[src/rtl/mem_access_unit_pkg.sv]
// rtl/mem_access_unit_pkg.sv - shared FSM encodings and Funct3 size constants for the load/store unit
package mem_access_unit_pkg;

    typedef enum logic [1:0] {
        ST_IDLE = 2'd0,
        ST_REQ  = 2'd1,
        ST_WAIT = 2'd2,
        ST_DONE = 2'd3
    } mau_state_e;

    typedef enum logic [1:0] {
        SZ_BYTE = 2'd0,
        SZ_HALF = 2'd1,
        SZ_WORD = 2'd2
    } mau_size_e;

    localparam logic [2:0] F3_B  = 3'b000;
    localparam logic [2:0] F3_H  = 3'b001;
    localparam logic [2:0] F3_W  = 3'b010;
    localparam logic [2:0] F3_BU = 3'b100;
    localparam logic [2:0] F3_HU = 3'b101;

    // Any encoding not explicitly byte or half falls back to a word access.
    function automatic mau_size_e f3_size(input logic [2:0] f3);
        case (f3)
            F3_B, F3_BU: return SZ_BYTE;
            F3_H, F3_HU: return SZ_HALF;
            default:     return SZ_WORD;
        endcase
    endfunction

endpackage

[src/rtl/mem_access_unit_load_align.sv]
// rtl/mem_access_unit_load_align.sv - selects the addressed byte/half of a read word and extends it
module mem_load_align
    import mem_access_unit_pkg::*;
(
    input  logic [31:0] rdata,
    input  logic [1:0]  addr,
    input  logic [2:0]  funct3,
    output logic [31:0] data
);

    logic [7:0]  sel_byte;
    logic [15:0] sel_half;

    always_comb begin
        case (addr)
            2'd0:    sel_byte = rdata[7:0];
            2'd1:    sel_byte = rdata[15:8];
            2'd2:    sel_byte = rdata[23:16];
            default: sel_byte = rdata[31:24];
        endcase
        sel_half = addr[1] ? rdata[31:16] : rdata[15:0];

        case (f3_size(funct3))
            SZ_BYTE: data = funct3[2] ? {24'b0, sel_byte} : {{24{sel_byte[7]}}, sel_byte};
            SZ_HALF: data = funct3[2] ? {16'b0, sel_half} : {{16{sel_half[15]}}, sel_half};
            default: data = rdata;
        endcase
    end

endmodule

[src/rtl/mem_access_unit.sv]
// rtl/mem_access_unit.sv - MEM-stage load/store sequencer with lane steering, stall and bus timeout
module mem_access_unit
    import mem_access_unit_pkg::*;
#(
    parameter int TIMEOUT_CYCLES = 255
) (
    input  logic        clk,
    input  logic        rst_n,
    input  logic        flush,
    input  logic [1:0]  ResultSrcM,
    input  logic        MemWriteM,
    input  logic [2:0]  Funct3M,
    input  logic [31:0] ALUResultM,
    input  logic [31:0] WriteDataM,
    output logic        mem_req,
    output logic        mem_we,
    output logic [31:0] mem_addr,
    output logic [31:0] mem_wdata,
    output logic [3:0]  mem_be,
    input  logic        mem_ready,
    input  logic        mem_rvalid,
    input  logic [31:0] mem_rdata,
    output logic        StallM,
    output logic [31:0] ReadDataM,
    output logic        MisalignedM,
    output logic        BusErrM
);

    localparam int CW = $clog2(TIMEOUT_CYCLES + 1);
    localparam logic [CW-1:0] CNT_LAST = CW'(TIMEOUT_CYCLES - 1);

    mau_state_e  state_q;
    logic [CW-1:0] cnt_q;
    logic        req_q, we_q, err_q;
    logic [31:0] addr_q, wdata_q, rd_q;
    logic [3:0]  be_q;
    logic [2:0]  f3_q;
    logic [1:0]  off_q;

    logic        is_access, misaligned, start;
    mau_size_e   size;
    logic [3:0]  be_d;
    logic [31:0] wdata_d, load_data;

    assign is_access = MemWriteM || (ResultSrcM == 2'b01);
    assign size      = f3_size(Funct3M);

    always_comb begin
        misaligned = 1'b0;
        be_d       = 4'b1111;
        wdata_d    = WriteDataM;
        case (size)
            SZ_BYTE: begin
                be_d    = 4'b0001 << ALUResultM[1:0];
                wdata_d = {4{WriteDataM[7:0]}};
            end
            SZ_HALF: begin
                misaligned = ALUResultM[0];
                be_d       = 4'b0011 << {ALUResultM[1], 1'b0};
                wdata_d    = {2{WriteDataM[15:0]}};
            end
            default: misaligned = (ALUResultM[1:0] != 2'b00);
        endcase
    end

    assign start = (state_q == ST_IDLE) && is_access && !flush && !misaligned;

    mem_load_align u_load_align (
        .rdata  (mem_rdata),
        .addr   (off_q),
        .funct3 (f3_q),
        .data   (load_data)
    );

    always_ff @(posedge clk or negedge rst_n) begin
        if (!rst_n) begin
            state_q <= ST_IDLE;
            cnt_q   <= '0;
            req_q   <= 1'b0;
            we_q    <= 1'b0;
            addr_q  <= '0;
            wdata_q <= '0;
            be_q    <= '0;
            f3_q    <= '0;
            off_q   <= '0;
            rd_q    <= '0;
            err_q   <= 1'b0;
        end else begin
            case (state_q)
                ST_IDLE: begin
                    if (start) begin
                        state_q <= ST_REQ;
                        cnt_q   <= '0;
                        req_q   <= 1'b1;
                        we_q    <= MemWriteM;
                        addr_q  <= {ALUResultM[31:2], 2'b00};
                        wdata_q <= MemWriteM ? wdata_d : 32'h0;
                        be_q    <= be_d;
                        f3_q    <= Funct3M;
                        off_q   <= ALUResultM[1:0];
                    end
                end
                ST_REQ: begin
                    cnt_q <= cnt_q + CW'(1);
                    // Bus-facing fields return to zero as soon as the request drops.
                    if (mem_ready || cnt_q == CNT_LAST) begin
                        req_q   <= 1'b0;
                        we_q    <= 1'b0;
                        addr_q  <= '0;
                        wdata_q <= '0;
                        be_q    <= '0;
                    end
                    if (mem_ready) begin
                        state_q <= we_q ? ST_DONE : ST_WAIT;
                    end else if (cnt_q == CNT_LAST) begin
                        state_q <= ST_DONE;
                        err_q   <= 1'b1;
                    end
                end
                ST_WAIT: begin
                    cnt_q <= cnt_q + CW'(1);
                    if (mem_rvalid) begin
                        state_q <= ST_DONE;
                        rd_q    <= load_data;
                    end else if (cnt_q == CNT_LAST) begin
                        state_q <= ST_DONE;
                        err_q   <= 1'b1;
                    end
                end
                default: begin
                    state_q <= ST_IDLE;
                    rd_q    <= '0;
                    err_q   <= 1'b0;
                end
            endcase
        end
    end

    assign mem_req   = req_q;
    assign mem_we    = we_q;
    assign mem_addr  = addr_q;
    assign mem_wdata = wdata_q;
    assign mem_be    = be_q;
    assign ReadDataM = rd_q;
    assign BusErrM   = err_q;

    // The IDLE-cycle stall and fault pulse are combinational; gate them so reset forces them low.
    assign StallM      = rst_n && (start || state_q == ST_REQ || state_q == ST_WAIT);
    assign MisalignedM = rst_n && (state_q == ST_IDLE) && is_access && !flush && misaligned;

endmodule

[config.mk]
export PLATFORM = sky130hd
export DESIGN_NAME = mem_access_unit
export DESIGN_NICKNAME = d
export VERILOG_FILES = /design/src/rtl/mem_access_unit_pkg.sv /design/src/rtl/mem_access_unit_load_align.sv /design/src/rtl/mem_access_unit.sv
export SDC_FILE = /design/constraint.sdc
export NUM_CORES = 1
export LEC_CHECK = 0
export CORE_MARGIN = 2
export CORE_UTILIZATION = 50
export CTS_BUF_LIST = sky130_fd_sc_hd__clkbuf_4
export CTS_CLUSTER_SIZE = 28
export DETAILED_ROUTE_END_ITERATION = 6
export HOLD_SLACK_MARGIN = 0.03
export PLACE_DENSITY_LB_ADDON = 0.3
export SYNTH_ARGS = -nofsm -noshare
export SYNTH_HDL_FRONTEND = slang
export SYNTH_SLANG_ARGS = --single-unit
[constraint.sdc]
create_clock -name clk -period 3.61 [get_ports clk]
set_input_delay 0.722 -clock clk [delete_from_list [all_inputs] [get_ports clk]]
set_output_delay 0.722 -clock clk [all_outputs]
set_load 0.02 [all_outputs]
### Yosys cells after proc, flatten, opt, wreduce, memory -nomap -nowiden

Cells that the tools add are included.

* bits in latches: 0
* memory bits (read-only): 0
* logic and storage cells: 107
* bits in registers: 118
* RAM bits: 0
* memories: 0

* $mul: 0
* shift operators: 2
* add/subtract/negate cells: 1
* div/mod/pow operators: 0
* equal/unequal tests: 19
* reductions and logical operators: 34
* muxes and demuxes: 38
* bitwise gates (word level): 2
* order comparisons: 0

Operators by type and width (number)
* 32-bit case mux with 2 select lines: 5
* 32-bit two-way mux: 7
* 8-bit case mux with 3 select lines: 1
* 16-bit two-way mux: 1
* 4-bit case mux with 2 select lines: 2
* 8-bit case mux with 2 select lines: 1
* 3-bit == test, second input constant: 4
* 2-bit OR reduction: 6
* 2-bit by 1-bit == test with 1-bit output, second input constant: 5
* 2-bit != test, second input constant: 5
* 8-bit by 1-bit adder with 8-bit output, second input constant: 1
* 8-bit == test, second input constant: 1
* 1-bit logical AND: 8
* 2-bit zero test: 4
* 2-bit two-way mux: 4
* 4-bit two-way mux: 2
* 8-bit two-way mux: 1
* 2-bit case mux with 2 select lines: 2
* 1-bit two-way mux: 7
* 3-bit by 1-bit == test with 1-bit output, second input constant: 2
* 3-bit zero test: 2
* 1-bit case mux with 2 select lines: 3
* 2-bit case mux with 3 select lines: 1
* 2-bit AND reduction: 3
* other kinds (9): 18

### Logic depth before layout (Yosys ltp)

* depth in word-level cells: 10
* mapped depth: 10
* gate-level depth less buffers: 6

### Cells and area by module

A second synthesis with hierarchy kept.

* cells, all modules: 528
* area total of the unflattened synthesis: 5700.5 µm²

Modules (own cells, without submodules)
* mem_access_unit: times used 1, seq. area each 2902.8 µm², area each 5029.8 µm², cells each 401
* mem_load_align: times used 1, seq. area each 0.0 µm², area each 670.6 µm², cells each 127

### Worst setup path after synthesis

No wires, ideal clock.

* kind: in2out
* start: input ALUResultM[0]
* end: output StallM
* path slack: 0.902 ns
* required time: 2.888 ns
* path buffers: 3
* stages: 6
* arrival time: 1.986 ns
* path through: buf_2 -> o21ai_2 -> o2111ai_1 -> clkbuf_1 -> buf_1 -> a21oi_1

* cells in the longest elaborated chain, start to end: 7

Ends and longest elaborated chain
* start: declaration: RTL line mem_access_unit.sv:13 `input logic [31:0] ALUResultM,`
* 2-bit nonzero test: RTL line mem_access_unit.sv:62 `default: misaligned = (ALUResultM[1:0] != 2'b00);`
* 1-bit case mux with 2 select lines *: RTL line mem_access_unit.sv:52 `case (size)`
* 1-bit zero test *: RTL line mem_access_unit.sv:66 `assign start = (state_q == ST_IDLE) && is_access && !flush && !misaligned;`
* 1-bit logical AND *: RTL line mem_access_unit.sv:66
* 1-bit logical OR * (2 in a row): RTL line mem_access_unit.sv:148 `assign StallM = rst_n && (start || state_q == ST_REQ || state_q == ST_WAIT);`
* 1-bit logical AND *: RTL line mem_access_unit.sv:148
* end: declaration: RTL line mem_access_unit.sv:23 `output logic StallM,`

Mark *: on every way between the ends. The rest lies on a longest branch, timed or not.

### Worst setup path after layout

* start: register state_q[0]
* end: output MisalignedM

* cells in the longest elaborated chain, start to end: 5

Ends and longest elaborated chain
* start: declaration: RTL line mem_access_unit.sv:32 `mau_state_e state_q;`
* start signal: assignment: RTL line mem_access_unit.sv:114 `state_q <= we_q ? ST_DONE : ST_WAIT;`
* 2-bit zero test: RTL line mem_access_unit.sv:149 `assign MisalignedM = rst_n && (state_q == ST_IDLE) && is_access && !flush && misaligned;`
* 1-bit logical AND (4 in a row): RTL line mem_access_unit.sv:149
* end: declaration: RTL line mem_access_unit.sv:25 `output logic MisalignedM,`

Every way passes these cells.

==> results.sh <==
export IMPL_grt_pass1_vias=5295
export IMPL_worstPathCellList="inv_1 > ha_1 > and2b_1 > o21ai_0 > a211oi_1 > clkdlybuf4s50_1"
export IMPL_synth_flop_cell="dfrtp_1"
export IMPL_wire_per_inst_um=19.2
export IMPL_areaGrowthSynthToFinish_pct=41.3
export IMPL_vias_per_cell=5.94
export IMPL_p_comb_share_pct=52.3
export IMPL_globalRouteTotalUtil_pct=27.2
export IMPL_slew_headroom_pct=21.0
export IMPL_drive_gt1_share_pct=7.42
export IMPL_final_antenna_net_count=0
export IMPL_nets=830
export IMPL_drc=0
export IMPL_post_synth_top_count_cell="dfrtp_1"
export IMPL_whs_ns=0.362
export IMPL_clkSlewWorstSetupHoldPaths_ns=0.10
export IMPL_cp_required_ns=2.89
export IMPL_period_needed_ns=3.37
export IMPL_synth_xor_area_share_pct=0.455
export IMPL_p_int_mw=3.71
export IMPL_p_switching_mw=2.75
export IMPL_initial_utilization_pct=51.0
export IMPL_grt_first_pass_wirelength_um=27100
export IMPL_diodes=0
export IMPL_synth_compound_area_share_pct=27.5
export IMPL_dpl_cell_area_um2=7930
export IMPL_slowest_stage="clkdlybuf4s50_1"
export IMPL_dieArea_um2=12400
export IMPL_syn_cell_area_um2=5770
export IMPL_cts_hold_buffers=0
export IMPL_finalWirelength_um=16700
export IMPL_syn_avg_cell_area_um2=11.1
export IMPL_clockPowerShare_pct=12.6
export IMPL_finalSetupViolCount=0
export IMPL_finalCritPeriodShare_pct=93.5
export IMPL_p_seq_share_pct=35.1
export IMPL_synth_commonest_cells="dfrtp_1 (116), o2bb2ai_1 (45), nand2_1 (40), mux2i_1 (37), a22oi_1 (31)"
export IMPL_fin_setup_tns_ns=0
export IMPL_io_pins=212
export IMPL_cts_resized=0
export IMPL_htree_levels=4
export IMPL_fp_dieW_um=111
export IMPL_synth_area_mux_share_pct=8.37
export IMPL_hpwl_um=11900
export IMPL_ir_drop_mv=0.581
export IMPL_swShare_pct=42.6
export IMPL_total_power_mw=6.46
export IMPL_grt_antenna_before_repair=0
export IMPL_crit_arrival_ns=2.65
export IMPL_synth_top_cell_area_share_pct=50.3
export IMPL_synth_simple_area_share_pct=6.85
export IMPL_ys_seq_area_share_pct=50.3
export IMPL_power_density_nw_per_um2=792
export IMPL_pre_cts_slack_ns=0.344
export IMPL_clock_sinks=116
export IMPL_crit_type="reg2out"
export IMPL_tightest_slew_ns=1.19
export IMPL_endpoint_kind="output port"
export IMPL_status="complete, no violations"
export IMPL_timing_critical_path_buf_inv=2
export IMPL_syn_inst=521
export IMPL_dr_pass1_iters=5
export IMPL_portBuffers=209
export IMPL_clk_latency_ns=0.52
export IMPL_synth_edf_count=0
export IMPL_grt_overflow_total=0
export IMPL_post_cts_buffers=0
export IMPL_cp_start_kind="register"
export IMPL_synth_cell_types=52
export IMPL_cts_made_buffers=17
export IMPL_grt_max_degree=70
export IMPL_min_path_type="in2async"
export IMPL_place_congestion=0.867
export IMPL_leakagePower_nw=3.55
export IMPL_ys_top_cells_by_area="dfrtp_1 (50%), o2bb2ai_1 (6.8%), mux2i_1 (6.4%)"
export IMPL_final_area_um2=8160
export IMPL_path_delay_family="buffers and inverters"
export IMPL_yosysTopAreaCell="dfrtp_1"
export IMPL_fmax_mhz=296
export IMPL_setup_slack_ns=0.236
export IMPL_synth_async_reset_ratio_pct=100
export IMPL_final_hold_viol_count=0
export IMPL_synth_seq_cells=116
export IMPL_rsz0062_at_grt="no"
export IMPL_synthAdderAreaFrac_pct=1.52
export IMPL_fillers=854
export IMPL_cts_buffer_depth=2
export IMPL_cts_tree="done"
export IMPL_slowest_delay_ns=0.66
export IMPL_yosys_warnings=0
export IMPL_skew_ns=0.0134
export IMPL_root_buffer="clkbuf_4"
export IMPL_dr_total_vias=5173
export IMPL_num_rows=39
export IMPL_drt_iter0_drc=373
export IMPL_crit_fanout=9
export IMPL_maxCapViolCount=0
export IMPL_maxSlewViolCount=0
export IMPL_die_h_um=111
export IMPL_synth_top_family_by_area="compound AO/OA/AOI/OAI gates"
export IMPL_fp_coreArea_um2=11300
## stage by stage
step,utilization (%),cells
floorplan,-,522
global placement,70.1,840
detailed placement,70.1,840
CTS,72.0,871
global route,72.0,871
finish,72.0,871
## power by group through the flow
stage / combinational, mW / sequential (mW) / clock (mW)
global placement: 3.27 / 2.26 / 0
CTS: 3.39 / 2.26 / 0.826
global route: 3.62 / 2.34 / 0.889
detailed placement: 3.37 / 2.28 / 0
floorplan: 1.53 / 2.68 / 0
finish: 3.38 / 2.27 / 0.811
## worst reg2reg max path, cell delays in order (launching register included)
cell and delay (ns):
dfrtp_1 0.42, inv_1 0.14, ha_1 0.36, and2b_1 0.22
o2111ai_2 0.12, buf_4 0.25, nor2_1 0.90, a22o_1 0.29
## registers in the layout, indices dropped and copies added, names as in the netlist
signal,cells
f3_q,3
mem_wdata,32
mem_be,4
mem_req,1
cnt_q,8
ReadDataM,32
off_q,2
BusErrM,1
mem_we,1
mem_addr,30
state_q,2
## cells in the final DEF, fill, tap and decap left out, types with 3 or more instances in the layout
cell type,synthesis,final
a211oi_1,3,3
a21o_1,10,10
a21oi_1,6,6
a221o_1,18,18
a221oi_1,10,10
a22o_1,26,26
a22oi_1,31,31
a32o_1,3,3
and3_1,3,3
buf_4,3,14
clkbuf_4,0,21
clkdlybuf4s50_1,0,208
clkinv_1,1,8
dfrtp_1,116,116
ha_1,7,7
inv_1,17,17
mux2_2,8,8
mux2i_1,37,37
nand2_1,40,40
nand2b_1,3,3
nand3_1,9,9
nor2_1,15,15
o21ai_0,27,27
o21bai_1,6,6
o2bb2ai_1,45,45
xnor2_1,3,3
## logic make-up (layout without fill, tap and decap cells)
logic type | after synthesis | count (layout)
compound gates | 198 | 198
xor+xnor | 3 | 3
fa+ha+maj | 7 | 7
buf+inv | 65 | 271
flops | 116 | 116
mux | 46 | 46
other cells | 1 | 2
simple gates | 85 | 85
## layout make-up
class	instances	area [µm²]	share of cell area, %
clock buffers	21	158	1.93
clock inverters	10	66.3	0.813
inverters	18	67.6	0.828
multi-input cells	341	2600	31.8
flip-flops and latches	116	2900	35.6
well taps	143	179	2.19
repair buffers	222	2190	26.8
## path summary, 6_finish.rpt
check / start / end / slack, ns / cells past startpoint
worst min-delay path: rst_n / mem_req$_DFFE_PN0P_ / 0.36 / 2
worst min register to register: mem_wdata[21]$_DFFE_PN0P_ / mem_wdata[21]$_DFFE_PN0P_ / 0.49 / 1
max in group asynchronous: rst_n / mem_addr[2]$_DFFE_PN0P_ / 1.93 / 3
worst max register to register: state_q[0]$_DFFE_PN0P_ / mem_wdata[6]$_DFFE_PN0P_ / 0.86 / 7
min in group clk: mem_wdata[21]$_DFFE_PN0P_ / mem_wdata[21]$_DFFE_PN0P_ / 0.49 / 1
worst max-delay path: state_q[0]$_DFFE_PN0P_ / MisalignedM / 0.24 / 6
## layer usage
| metal | vias to the layer above | global-route usage (%) | share of wire, % |
|---|---|---|---|
| li1 | 2374 | - | - |
| met1 | 2566 | 35.5 | 43 |
| met2 | 199 | 44.6 | 49 |
| met3 | 34 | 6.42 | 5.2 |
| met4 | 0 | 10.1 | 2.4 |
| met5 | - | 0 | 0 |
No activity file was read; power rests on OpenSTA's default activity.
